File: config.mk
export PLATFORM = sky130hd
export DESIGN_NAME = bnn_neuron_accum_flat
export DESIGN_NICKNAME = d
export VERILOG_FILES = /design/src/rtl/bnn_neuron_accum_if.sv /design/src/rtl/bnn_neuron_accum.sv /design/src/flat_wrapper.sv
export SDC_FILE = /design/constraint.sdc
export NUM_CORES = 1
export LEC_CHECK = 0
export CORE_MARGIN = 2
export CORE_UTILIZATION = 54
export CTS_CLUSTER_DIAMETER = 120
export DETAILED_ROUTE_END_ITERATION = 12
export MAX_ROUTING_LAYER = met4
export PLACE_DENSITY_LB_ADDON = 0.12
export SYNTH_ARGS = -nofsm -noshare
export SYNTH_HDL_FRONTEND = slang
export SYNTH_SLANG_ARGS = --single-unit
File: constraint.sdc
create_clock -name clk -period 2.6 [get_ports clk]
set_input_delay 0.52 -clock clk [delete_from_list [all_inputs] [get_ports clk]]
set_output_delay 0.52 -clock clk [all_outputs]
set_load 0.01 [all_outputs]
File: src/rtl/bnn_neuron_accum_if.sv
// Beat stream in, neuron result out, between the fetch FSM and the activation store.
interface bnn_neuron_accum_if #(
  parameter int unsigned ACC_W = 12,
  parameter int unsigned IDX_W = 10
);
  logic             in_valid;
  logic             in_ready;
  logic             w_bit;
  logic             x_bit;
  logic             in_last;
  logic             out_valid;
  logic [ACC_W-1:0] acc_out;
  logic             act_out;
  logic             len_err;
  logic [IDX_W-1:0] neuron_idx;
  logic             layer_done;

  modport master (
    output in_valid, w_bit, x_bit, in_last,
    input  in_ready, out_valid, acc_out, act_out, len_err, neuron_idx, layer_done
  );

  modport slave (
    input  in_valid, w_bit, x_bit, in_last,
    output in_ready, out_valid, acc_out, act_out, len_err, neuron_idx, layer_done
  );
endinterface

File: src/rtl/bnn_neuron_accum.sv
// Binary neuron: XNOR-popcount over N_IN beats, then emits popcount, sign activation
// and length error, tracking the neuron index within the layer.
module bnn_neuron_accum #(
  parameter int unsigned N_IN   = 784,
  parameter int unsigned N_OUT  = 1024,
  parameter int unsigned ACC_W  = 12,
  parameter int unsigned IDX_W  = 10,
  parameter int unsigned THRESH = 392
) (
  input logic                clk,
  input logic                rst,
  bnn_neuron_accum_if.slave  bus
);
  localparam int unsigned CNT_W = $clog2(N_IN + 1);

  typedef enum logic [1:0] {IDLE, ACCUM, EMIT} state_t;

  state_t           state, state_nx;
  logic [ACC_W-1:0] acc, acc_nx, acc_sum, acc_out_nx;
  logic [CNT_W-1:0] beat_cnt, beat_cnt_nx;
  logic [IDX_W-1:0] idx_nx;
  logic             ready_nx, valid_nx, act_nx, len_err_nx, layer_done_nx;
  logic             accept, terminal, match;

  assign accept   = bus.in_valid & bus.in_ready;
  assign match    = ~(bus.w_bit ^ bus.x_bit);
  assign terminal = bus.in_last | (beat_cnt == CNT_W'(N_IN - 1));
  // Saturating add; only reachable with an undersized ACC_W.
  assign acc_sum  = (acc == '1) ? acc : acc + ACC_W'(match);

  // Next-state and next-output logic; result fields hold unless a neuron finishes.
  always_comb begin
    state_nx      = state;
    acc_nx        = acc;
    beat_cnt_nx   = beat_cnt;
    idx_nx        = bus.neuron_idx;
    valid_nx      = 1'b0;
    layer_done_nx = 1'b0;
    acc_out_nx    = bus.acc_out;
    act_nx        = bus.act_out;
    len_err_nx    = bus.len_err;
    case (state)
      IDLE, ACCUM: begin
        if (accept) begin
          if (terminal) begin
            state_nx      = EMIT;
            acc_nx        = '0;
            beat_cnt_nx   = '0;
            valid_nx      = 1'b1;
            acc_out_nx    = acc_sum;
            act_nx        = (acc_sum >= ACC_W'(THRESH));
            len_err_nx    = (beat_cnt != CNT_W'(N_IN - 1));
            layer_done_nx = (bus.neuron_idx == IDX_W'(N_OUT - 1));
          end else begin
            state_nx    = ACCUM;
            acc_nx      = acc_sum;
            beat_cnt_nx = beat_cnt + CNT_W'(1);
          end
        end
      end
      EMIT: begin
        state_nx = IDLE;
        idx_nx   = (bus.neuron_idx == IDX_W'(N_OUT - 1)) ? '0 : bus.neuron_idx + IDX_W'(1);
      end
      default: state_nx = IDLE;
    endcase
    ready_nx = (state_nx != EMIT);
  end

  always_ff @(posedge clk or posedge rst) begin
    if (rst) begin
      state          <= IDLE;
      acc            <= '0;
      beat_cnt       <= '0;
      bus.in_ready   <= 1'b0;
      bus.out_valid  <= 1'b0;
      bus.acc_out    <= '0;
      bus.act_out    <= 1'b0;
      bus.len_err    <= 1'b0;
      bus.neuron_idx <= '0;
      bus.layer_done <= 1'b0;
    end else begin
      state          <= state_nx;
      acc            <= acc_nx;
      beat_cnt       <= beat_cnt_nx;
      bus.in_ready   <= ready_nx;
      bus.out_valid  <= valid_nx;
      bus.acc_out    <= acc_out_nx;
      bus.act_out    <= act_nx;
      bus.len_err    <= len_err_nx;
      bus.neuron_idx <= idx_nx;
      bus.layer_done <= layer_done_nx;
    end
  end
endmodule

File: src/flat_wrapper.sv
// flat-port wrapper written by rule: the top's interface ports become plain ports
module bnn_neuron_accum_flat 
#(
  parameter int unsigned N_IN   = 784,
  parameter int unsigned N_OUT  = 1024,
  parameter int unsigned ACC_W  = 12,
  parameter int unsigned IDX_W  = 10,
  parameter int unsigned THRESH = 392
)
  (clk, rst, bus_in_valid, bus_w_bit, bus_x_bit, bus_in_last, bus_in_ready, bus_out_valid, bus_acc_out, bus_act_out, bus_len_err, bus_neuron_idx, bus_layer_done);
  bnn_neuron_accum_if #(.ACC_W(ACC_W), .IDX_W(IDX_W)) bus_i ();
  input logic clk;
  input logic rst;
  input wire logic [$bits(bus_i.in_valid)-1:0] bus_in_valid;
  input wire logic [$bits(bus_i.w_bit)-1:0] bus_w_bit;
  input wire logic [$bits(bus_i.x_bit)-1:0] bus_x_bit;
  input wire logic [$bits(bus_i.in_last)-1:0] bus_in_last;
  output wire logic [$bits(bus_i.in_ready)-1:0] bus_in_ready;
  output wire logic [$bits(bus_i.out_valid)-1:0] bus_out_valid;
  output wire logic [$bits(bus_i.acc_out)-1:0] bus_acc_out;
  output wire logic [$bits(bus_i.act_out)-1:0] bus_act_out;
  output wire logic [$bits(bus_i.len_err)-1:0] bus_len_err;
  output wire logic [$bits(bus_i.neuron_idx)-1:0] bus_neuron_idx;
  output wire logic [$bits(bus_i.layer_done)-1:0] bus_layer_done;
  assign bus_i.in_valid = bus_in_valid;
  assign bus_i.w_bit = bus_w_bit;
  assign bus_i.x_bit = bus_x_bit;
  assign bus_i.in_last = bus_in_last;
  assign bus_in_ready = bus_i.in_ready;
  assign bus_out_valid = bus_i.out_valid;
  assign bus_acc_out = bus_i.acc_out;
  assign bus_act_out = bus_i.act_out;
  assign bus_len_err = bus_i.len_err;
  assign bus_neuron_idx = bus_i.neuron_idx;
  assign bus_layer_done = bus_i.layer_done;
  bnn_neuron_accum #(.N_IN(N_IN), .N_OUT(N_OUT), .ACC_W(ACC_W), .IDX_W(IDX_W), .THRESH(THRESH)) u_core (.clk(clk), .rst(rst), .bus(bus_i));
endmodule
After elaboration in Yosys (flattened, before gate mapping)
Cells that the tools add are included.
{"block": "word_totals", "register_bits": 51, "latchBits": 0, "output_inout_bits": 27, "memories": 0, "mem_bits_ro": 0, "elab_cells": 42, "ram_bits": 0, "in_bits": 6}
{"block": "classes", "n_mux": 13, "magnitude_cmp": 1, "n_reduce_logical": 4, "n_bitwise": 4, "mul": 0, "div": 0, "add_sub_neg": 3, "eq_ne": 7, "n_shift": 0}
{"cell": "two-way mux 12 bit", "n": 2}
{"cell": "adder 10 x 1 -> 10 bit, second input constant", "n": 2}
{"cell": "equality test 10 bit, second input constant", "n": 2}
{"cell": "two-way mux 10 bit", "n": 2}
{"cell": "adder 12 x 1 -> 12 bit", "n": 1}
{"cell": "equality test 12 bit, second input constant", "n": 1}
{"cell": ">= comparator 12 x 9 -> 1 bit, second input constant", "n": 1}
{"cell": "!= test 10 bit, second input constant", "n": 1}
{"cell": "two-way mux 1 bit", "n": 6}
{"cell": "two-way mux 2 bit", "n": 3}
{"cell": "AND reduction 3 bit", "n": 1}
{"cell": "equality test 2 x 1 -> 1 bit, second input constant", "n": 1}
{"cell": "equality test 2 bit, second input constant", "n": 1}
{"cell": "zero test 2 bit", "n": 1}
{"cell": "!= test 2 bit, second input constant", "n": 1}
{"cell": "AND reduction 2 bit", "n": 1}
{"cell": "OR reduction 2 bit", "n": 1}
{"cell": "bitwise AND 1 bit", "n": 1}
{"cell": "NOT 1 bit", "n": 1}
{"cell": "OR 1 bit", "n": 1}
{"cell": "XOR 1 bit", "n": 1}

Longest topological paths before layout
Gate-level depths: netlist of the first run.
{"block": "logic_depth", "depth_word": 6, "mapped_depth": 9, "mapped_depth_nobuf": 9}

Worst setup path after synthesis of the first run
OpenSTA, ideal clock, no wires.
{"block": "synth_timing", "kind": "input port to flip-flop", "start": "in bus_x_bit", "end": "reg u_core.bus.act_out", "setup_time_ps": 134, "slack_ps": 247, "required_ps": 2466, "t_arrival_ps": 2219, "path_stages": 9, "n_path_buf": 0, "cell_sequence": "xnor2_1 ha_1 ha_1 and3_4 or3b_4 nor2_2 mux2i_1 and3_1 a31oi_1"}
{"block": "synth_between", "elab_chain_len": 5}
{"item": "start: declaration", "line_no": "flat_wrapper.sv:16", "text": "input wire logic [$bits(bus_i.x_bit)-1:0] bus_x_bit;"}
{"item": "XOR 1 bit", "line_no": "bnn_neuron_accum.sv:26", "text": "assign match = ~(bus.w_bit ^ bus.x_bit);"}
{"item": "NOT 1 bit", "line_no": "bnn_neuron_accum.sv:26"}
{"item": "adder 12 x 1 -> 12 bit", "line_no": "bnn_neuron_accum.sv:29", "text": "assign acc_sum = (acc == '1) ? acc : acc + ACC_W'(match);"}
{"item": "two-way mux 12 bit", "line_no": "bnn_neuron_accum.sv:29"}
{"item": ">= comparator 12 x 9 -> 1 bit", "line_no": "bnn_neuron_accum.sv:51", "text": "act_nx = (acc_sum >= ACC_W'(THRESH));"}
{"item": "end signal: assignment", "line_no": "bnn_neuron_accum.sv:89", "text": "bus.act_out <= act_nx;"}
{"item": "end: declaration", "line_no": "bnn_neuron_accum_if.sv:25", "text": "output in_ready, out_valid, acc_out, act_out, len_err, neuron_idx, layer_done"}
Every way passes these cells.
A chain may end at the register's enable or synchronous reset.

Final worst setup path of the first run
Ends and elaborated chain as after synthesis.

==> impl_metrics.csv, run 1 <==
group,metric,value,unit
cells_and_area,fin_cells,360,
critical_path,critPathKind,"input port to flop",
synth,synth_area_per_cell,9.39,sq um
detailed_routing,drc,0,
detailed_routing,route.antenna.remaining_nets,0,
pwr,p_comb_frac,0.163,
synth,synth_cell_type_count,44,
detailed_routing,dr.pass1.iters,4,
floorplanning,core_area,4380,sq um
pwr,switching_share,0.265,
sta,rsz0062_at_grt,"no",
sta,period_needed,2.50,ns
cells_and_area,antenna_cells,0,
clock_tree,cts_buffers,5,
floorplanning,num_rows,24,
clock_tree,cts.clk_slew.worst_paths,0.09,ns
detailed_routing,avgRoutedWirePerCell,14.5,um
pwr,p_leak,1.35,nW
placed_design,postPlaceCellArea,2910,sq um
pwr,p_int,1.28,mW
critical_path,critPathLaunchType,"input port",
placed_design,place_ws,-0.215,ns
floorplanning,fp.dieH,71.6,um
global_routing,grt_max_degree,29,
sta,setup-tns-final,0,ns
placed_design,io_buffers,32,
clock_tree,clock-root-buffer,"clkbuf_8",
clock_tree,cts_buffer_depth,2,
pwr,finalPower,1.74,mW
detailed_routing,vias,2032,
global_routing,antenna_found_initial,0,
placed_design,dp_cells,352,
sta,setup_viol,0,
clock_tree,cts_hold_buf,0,
placed_design,gp_congestion,0.905,
pwr,power_switching,0.462,mW
pwr,pwr_density_cell,571,nW/um^2
cells_and_area,final_cell_mix,"nand2_1 (53), dfrtp_1 (51), clkdlybuf4s50_1 (31)",
clock_tree,cts_sinks,51,
floorplanning,start_util,0.563,
critical_path,rrSetupSlack,0.50,ns
sta,finalWorstSetupSlack,0.0984,ns
synth,ys_seq_area_frac,0.517,
critical_path,r2r_start,"u_core.acc[0]",
cells_and_area,drive_gt1_frac,0.110,
sta,hold_viol,0,
sta,timing.fmax,0.400,GHz
cells_and_area,fin_util,0.696,
synth,synth_cells,263,
sta,hold_slack,0.487,ns
detailed_routing,via_per_inst,5.64,
cells_and_area,postLayoutCellArea,3050,sq um
global_routing,grt_pass1_wl,8650,um
clock_tree,insertion_delay,0.30,ns
critical_path,startpoint,"bus_x_bit",
detailed_routing,drt-initial-drc-count,105,
floorplanning,ios,33,
cells_and_area,syn_to_final_growth,23.5,%
critical_path,cp_max_fo,3,
critical_path,required,2.78,ns
cells_and_area,fill_cells,370,
critical_path,critPathArrivalTime,2.68,ns
global_routing,grt.total_usage,0.224,
synth,netlist_area,2470,sq um
sta,slew-limit-headroom,0.630,
pwr,pwr-share-seq,0.525,
job,cap_violations,0,
pwr,ir_worst_vdd,371,uV
sta,slew_violations,0,
synth,synth_nets,273,
synth,ys_ff_latch,51,
floorplanning,dieArea,5130,sq um
synth,ys.warnings.count,0,
cells_and_area,layout_commonest_cell,"nand2_1",
clock_tree,htree_levels,2,
global_routing,grt-ovfl-total,0,
worst_hold_path,worstHoldStart,"u_core.bus.acc_out[3]",
placed_design,dp_hpwl,3830,um
sta,finalCritPeriodShare,0.962,
outcome,outcome,"complete, no violations",
clock_tree,cts_tree,"yes",
worst_hold_path,hold_path_class,"flop to flop",
critical_path,end_kind,"flop",
global_routing,grt_pass1_vias,1902,
detailed_routing,wirelength,5210,um
pwr,p_clk_frac,0.311,
floorplanning,dieWidth,71.6,um
cells_and_area,final_nets,318,
sta,worst_clock_skew,0.00753,ns
sta,max_slew.worst_pin.slew,0.554,ns
==> cell families (layout without fill, tap and decap cells) <==
group                    Yosys count  count (layout)  share of synthesized area
AND/OR/NAND/NOR                  121             121                      0.230
AO/OA/AOI/OAI                     56              56                      0.143
flip-flops                        51              51                      0.517
buffers and inverters             14              59                     0.0263
XOR/XNOR                          12              12                     0.0426
multiplexers                       5               5                     0.0208
adder cells (fa/ha/maj)            4               4                     0.0203
==> per-layer routing <==
metal	up-vias	part of all wire	global-route usage
met5	-	0	-
met4	0	0.015	0.0734
met3	9	0.040	0.0295
met2	42	0.46	0.352
met1	977	0.49	0.305
li1	1004	-	-
==> registers in the layout, summed over array words and instances, names as in the netlist <==
signal / count
u_core.acc: 12
u_core.bus.acc_out: 12
u_core.beat_cnt: 10
u_core.bus.neuron_idx: 10
u_core.state: 2
u_core.bus.act_out: 1
u_core.bus.in_ready: 1
u_core.bus.layer_done: 1
u_core.bus.len_err: 1
u_core.bus.out_valid: 1
==> worst paths after layout <==
check	cells past startpoint	endpoint
worst max-delay path	10	u_core.bus.act_out
worst min-delay path	2	u_core.bus.acc_out[3]
worst max register to register	8	u_core.bus.act_out
worst min register to register	2	u_core.bus.acc_out[3]
max in group asynchronous	3	u_core.beat_cnt[4]
min in group asynchronous	2	u_core.bus.acc_out[1]
==> power groups by stage <==
stage	clock, mW	combinational [mW]	sequential, mW
after floorplan	0	0.127	0.939
after global placement	0	0.279	0.926
after detailed placement	0	0.285	0.929
after CTS	0.554	0.285	0.913
after global routing	0.581	0.321	0.926
final	0.542	0.285	0.915
==> synth_stat cells, drive strengths merged <==
library cell  number  share of area
a31oi              6          0.015
dfrtp             51           0.52
nor2b              1         0.0025
xnor2              8          0.028
nor4b              1         0.0061
nand2b             1         0.0025
buf                5          0.012
o21ai             26          0.053
clkbuf             3         0.0051
o31ai              5          0.021
nor2              26          0.041
a21o               3         0.0096
and3               6          0.017
o311ai             1         0.0035
mux2               1         0.0046
inv                6         0.0091
nor4               1         0.0025
a22o               3          0.011
mux2i              4          0.016
or3                4          0.010
o22a               1         0.0035
and2               2         0.0051
o22ai              1         0.0025
nand3b             1         0.0030
o21ba              1         0.0041
nor3               5          0.010
or3b               1         0.0046
o21a               1         0.0030
a21oi              7          0.014
nand4              8          0.023
nand2             53          0.081
xor2               4          0.014
o31a               1         0.0035
ha                 4          0.020
nand3             11          0.022
==> worst max-delay path, stage by stage <==
cell and delay, ns:
clkdlybuf4s50_1 0.47, xnor2_1 0.12, ha_2 0.23, ha_4 0.14, and3_4 0.17, or3b_4 0.40
nor2_4 0.12, mux2i_1 0.23, and3_1 0.19, a31oi_1 0.08
==> repair_timing <==
item	in CTS	in global routing
endpoints found under the setup margin	0	1
resized for setup	0	6
buffers inserted	0	1
==> final cells by class <==
type | instances | area [sq um] | share of cell area
timing repair buffer | 46 | 428 | 0.140
multi-input combinational | 198 | 1150 | 0.378
clock inverter | 2 | 37.5 | 0.0123
clock buffer | 5 | 68.8 | 0.0226
inverter | 6 | 22.5 | 0.00738
tap | 52 | 65.1 | 0.0213
sequential | 51 | 1280 | 0.418
Power figures use the tool's default switching activity.
==> inputs of run 2 (changes only) <==
Settings changed: CORE_MARGIN 2 to 5.
==> run 2 against run 1 <==
- final area is 0.62% lower
- core utilization is 0.43 points lower
- clock power hardly changed
- clock skew is 0.0010 ns higher
- first-iteration DRC count is 13% higher
- routed wire length is 0.98% higher
- global-route usage is 3.5 points lower
- worst hold slack worse by 0.0044 ns
- worst setup slack better by 0.045 ns
- register-to-register slack hardly changed
- critical path type unchanged
- largest cell class unchanged
==> impl_metrics.csv, run 2 (synthesis results as in run 1) <==
group,metric,value,unit
outcome,outcome,"complete, no violations",
global_routing,grt_pass1_wl,9140,um
floorplanning,dieWidth,77.6,um
sta,rsz0062_at_grt,"no",
placed_design,postPlaceCellArea,2930,sq um
critical_path,rrSetupSlack,0.49,ns
sta,timing.fmax,0.407,GHz
cells_and_area,final_nets,319,
critical_path,required,2.78,ns
cells_and_area,multi_input_area,1130,sq um
pwr,pwr_density_cell,574,nW/um^2
global_routing,grt-ovfl-total,0,
placed_design,gp_congestion,0.889,
sta,hold_viol,0,
worst_hold_path,min_to,"u_core.state[0]",
detailed_routing,route.antenna.remaining_nets,0,
critical_path,end_kind,"flop",
detailed_routing,wirelength,5260,um
sta,finalCritPeriodShare,0.945,
cells_and_area,syn_to_final_growth,22.7,%
global_routing,grt_max_degree,22,
job,cap_violations,0,
floorplanning,fp.dieH,77.6,um
global_routing,grt.total_usage,0.189,
sta,slew-limit-headroom,0.707,
floorplanning,dieArea,6030,sq um
cells_and_area,regArea,1280,sq um
cells_and_area,fill_cells,367,
detailed_routing,vias,2020,
worst_hold_path,worstHoldStart,"u_core.state[1]",
detailed_routing,avgRoutedWirePerCell,14.6,um
critical_path,critPathArrivalTime,2.64,ns
clock_tree,cts_buffer_depth,2,
clock_tree,cts_hold_buf,0,
placed_design,dp_hpwl,3970,um
critical_path,r2r_cells,8,
clock_tree,cts_sinks,51,
sta,worst_clock_skew,0.00855,ns
detailed_routing,drc,0,
pwr,ir_worst_vdd,259,uV
floorplanning,num_rows,24,
cells_and_area,fin_util,0.691,
clock_tree,clock-root-buffer,"clkbuf_8",
global_routing,grt_pass1_vias,1949,
detailed_routing,dr.pass1.iters,4,
detailed_routing,via_per_inst,5.60,
detailed_routing,drt-initial-drc-count,119,
cells_and_area,final_cell_mix,"nand2_1 (53), dfrtp_1 (51), clkdlybuf4s50_1 (32)",
cells_and_area,postLayoutCellArea,3030,sq um
pwr,p_leak,1.35,nW
clock_tree,insertion_delay,0.30,ns
sta,setup_viol,0,
sta,max_slew.worst_pin.slew,0.440,ns
cells_and_area,top_regs,"u_core.acc: 12 flops, u_core.bus.acc_out: 12 flops",
sta,slew_violations,0,
clock_tree,post_cts_buffers,0,
floorplanning,start_util,0.563,
cells_and_area,drive_gt1_frac,0.104,
clock_tree,cts-resized-gates,0,
worst_hold_path,hold_path_class,"flop to flop",
critical_path,cp_max_fo,3,
floorplanning,core_area,4380,sq um
cells_and_area,antenna_cells,0,
clock_tree,cts_buffers,5,
pwr,finalPower,1.74,mW
floorplanning,ios,33,
cells_and_area,layout_commonest_cell,"nand2_1",
clock_tree,htree_levels,2,
global_routing,antenna_found_initial,0,
worst_hold_path,worstHoldPathCells,1,
clock_tree,cts.clk_slew.worst_paths,0.09,ns
sta,period_needed,2.46,ns
critical_path,critPathKind,"input port to flop",
critical_path,r2r-end,"u_core.bus.act_out",
critical_path,critPathLaunchType,"input port",
clock_tree,cts_tree,"yes",
placed_design,io_buffers,32,
critical_path,r2r_start,"u_core.acc[0]",
-- run 2: worst max path at each step --
stage                         start  depth (start not counted)  slack, ns                 end
after floorplan           bus_x_bit                          9       0.25  u_core.bus.act_out
after global placement    bus_x_bit                         10      -0.12  u_core.bus.act_out
after detailed placement  bus_x_bit                         10      -0.19  u_core.bus.act_out
after CTS                 bus_x_bit                         10       0.15  u_core.bus.act_out
after global routing      bus_x_bit                         10       0.03  u_core.bus.act_out
final                     bus_x_bit                         10       0.14  u_core.bus.act_out
-- run 2: stage by stage --
| stage | hold slack, ns | worst slack [ns] | TNS (ns) | cells |
|---|---|---|---|---|
| 2_1_floorplan | 0.447 | 0.247 | 0 | 263 |
| 3_3_place_gp | 0.461 | -0.121 | -0.292 | 354 |
| 3_5_place_dp | 0.473 | -0.187 | -0.521 | 354 |
| 4_1_cts | 0.483 | 0.150 | 0 | 361 |
| 5_1_grt | 0.527 | 0.0290 | 0 | 361 |
| 6_report | 0.483 | 0.144 | 0 | 361 |
-- run 2: layout make-up --
class / count / share of cell area
Multi-Input combinational cell: 198 / 0.372
Timing Repair Buffer: 47 / 0.143
Tap cell: 52 / 0.0215
Clock buffer: 5 / 0.0227
Inverter: 6 / 0.00743
Sequential cell: 51 / 0.421
Clock inverter: 2 / 0.0124
-- run 2: critical path, cell delays in order --
cell and delay (ns):
clkdlybuf4s50_1 0.47, xnor2_1 0.12, ha_1 0.19, ha_1 0.16, and3_4 0.18, or3b_4 0.39
nor2_2 0.10, mux2i_1 0.22, and3_1 0.20, a31oi_1 0.09
-- run 2: layer usage --
metal  GRT usage  share of wire
met1       0.270           0.48
met5           -              0
met3      0.0382          0.054
met4      0.0550          0.010
met2       0.275           0.45
-- run 2: where the power goes --
group          switching (mW)  internal, mW
Sequential             0.0597         0.854
Clock                   0.260         0.281
Combinational           0.142         0.143
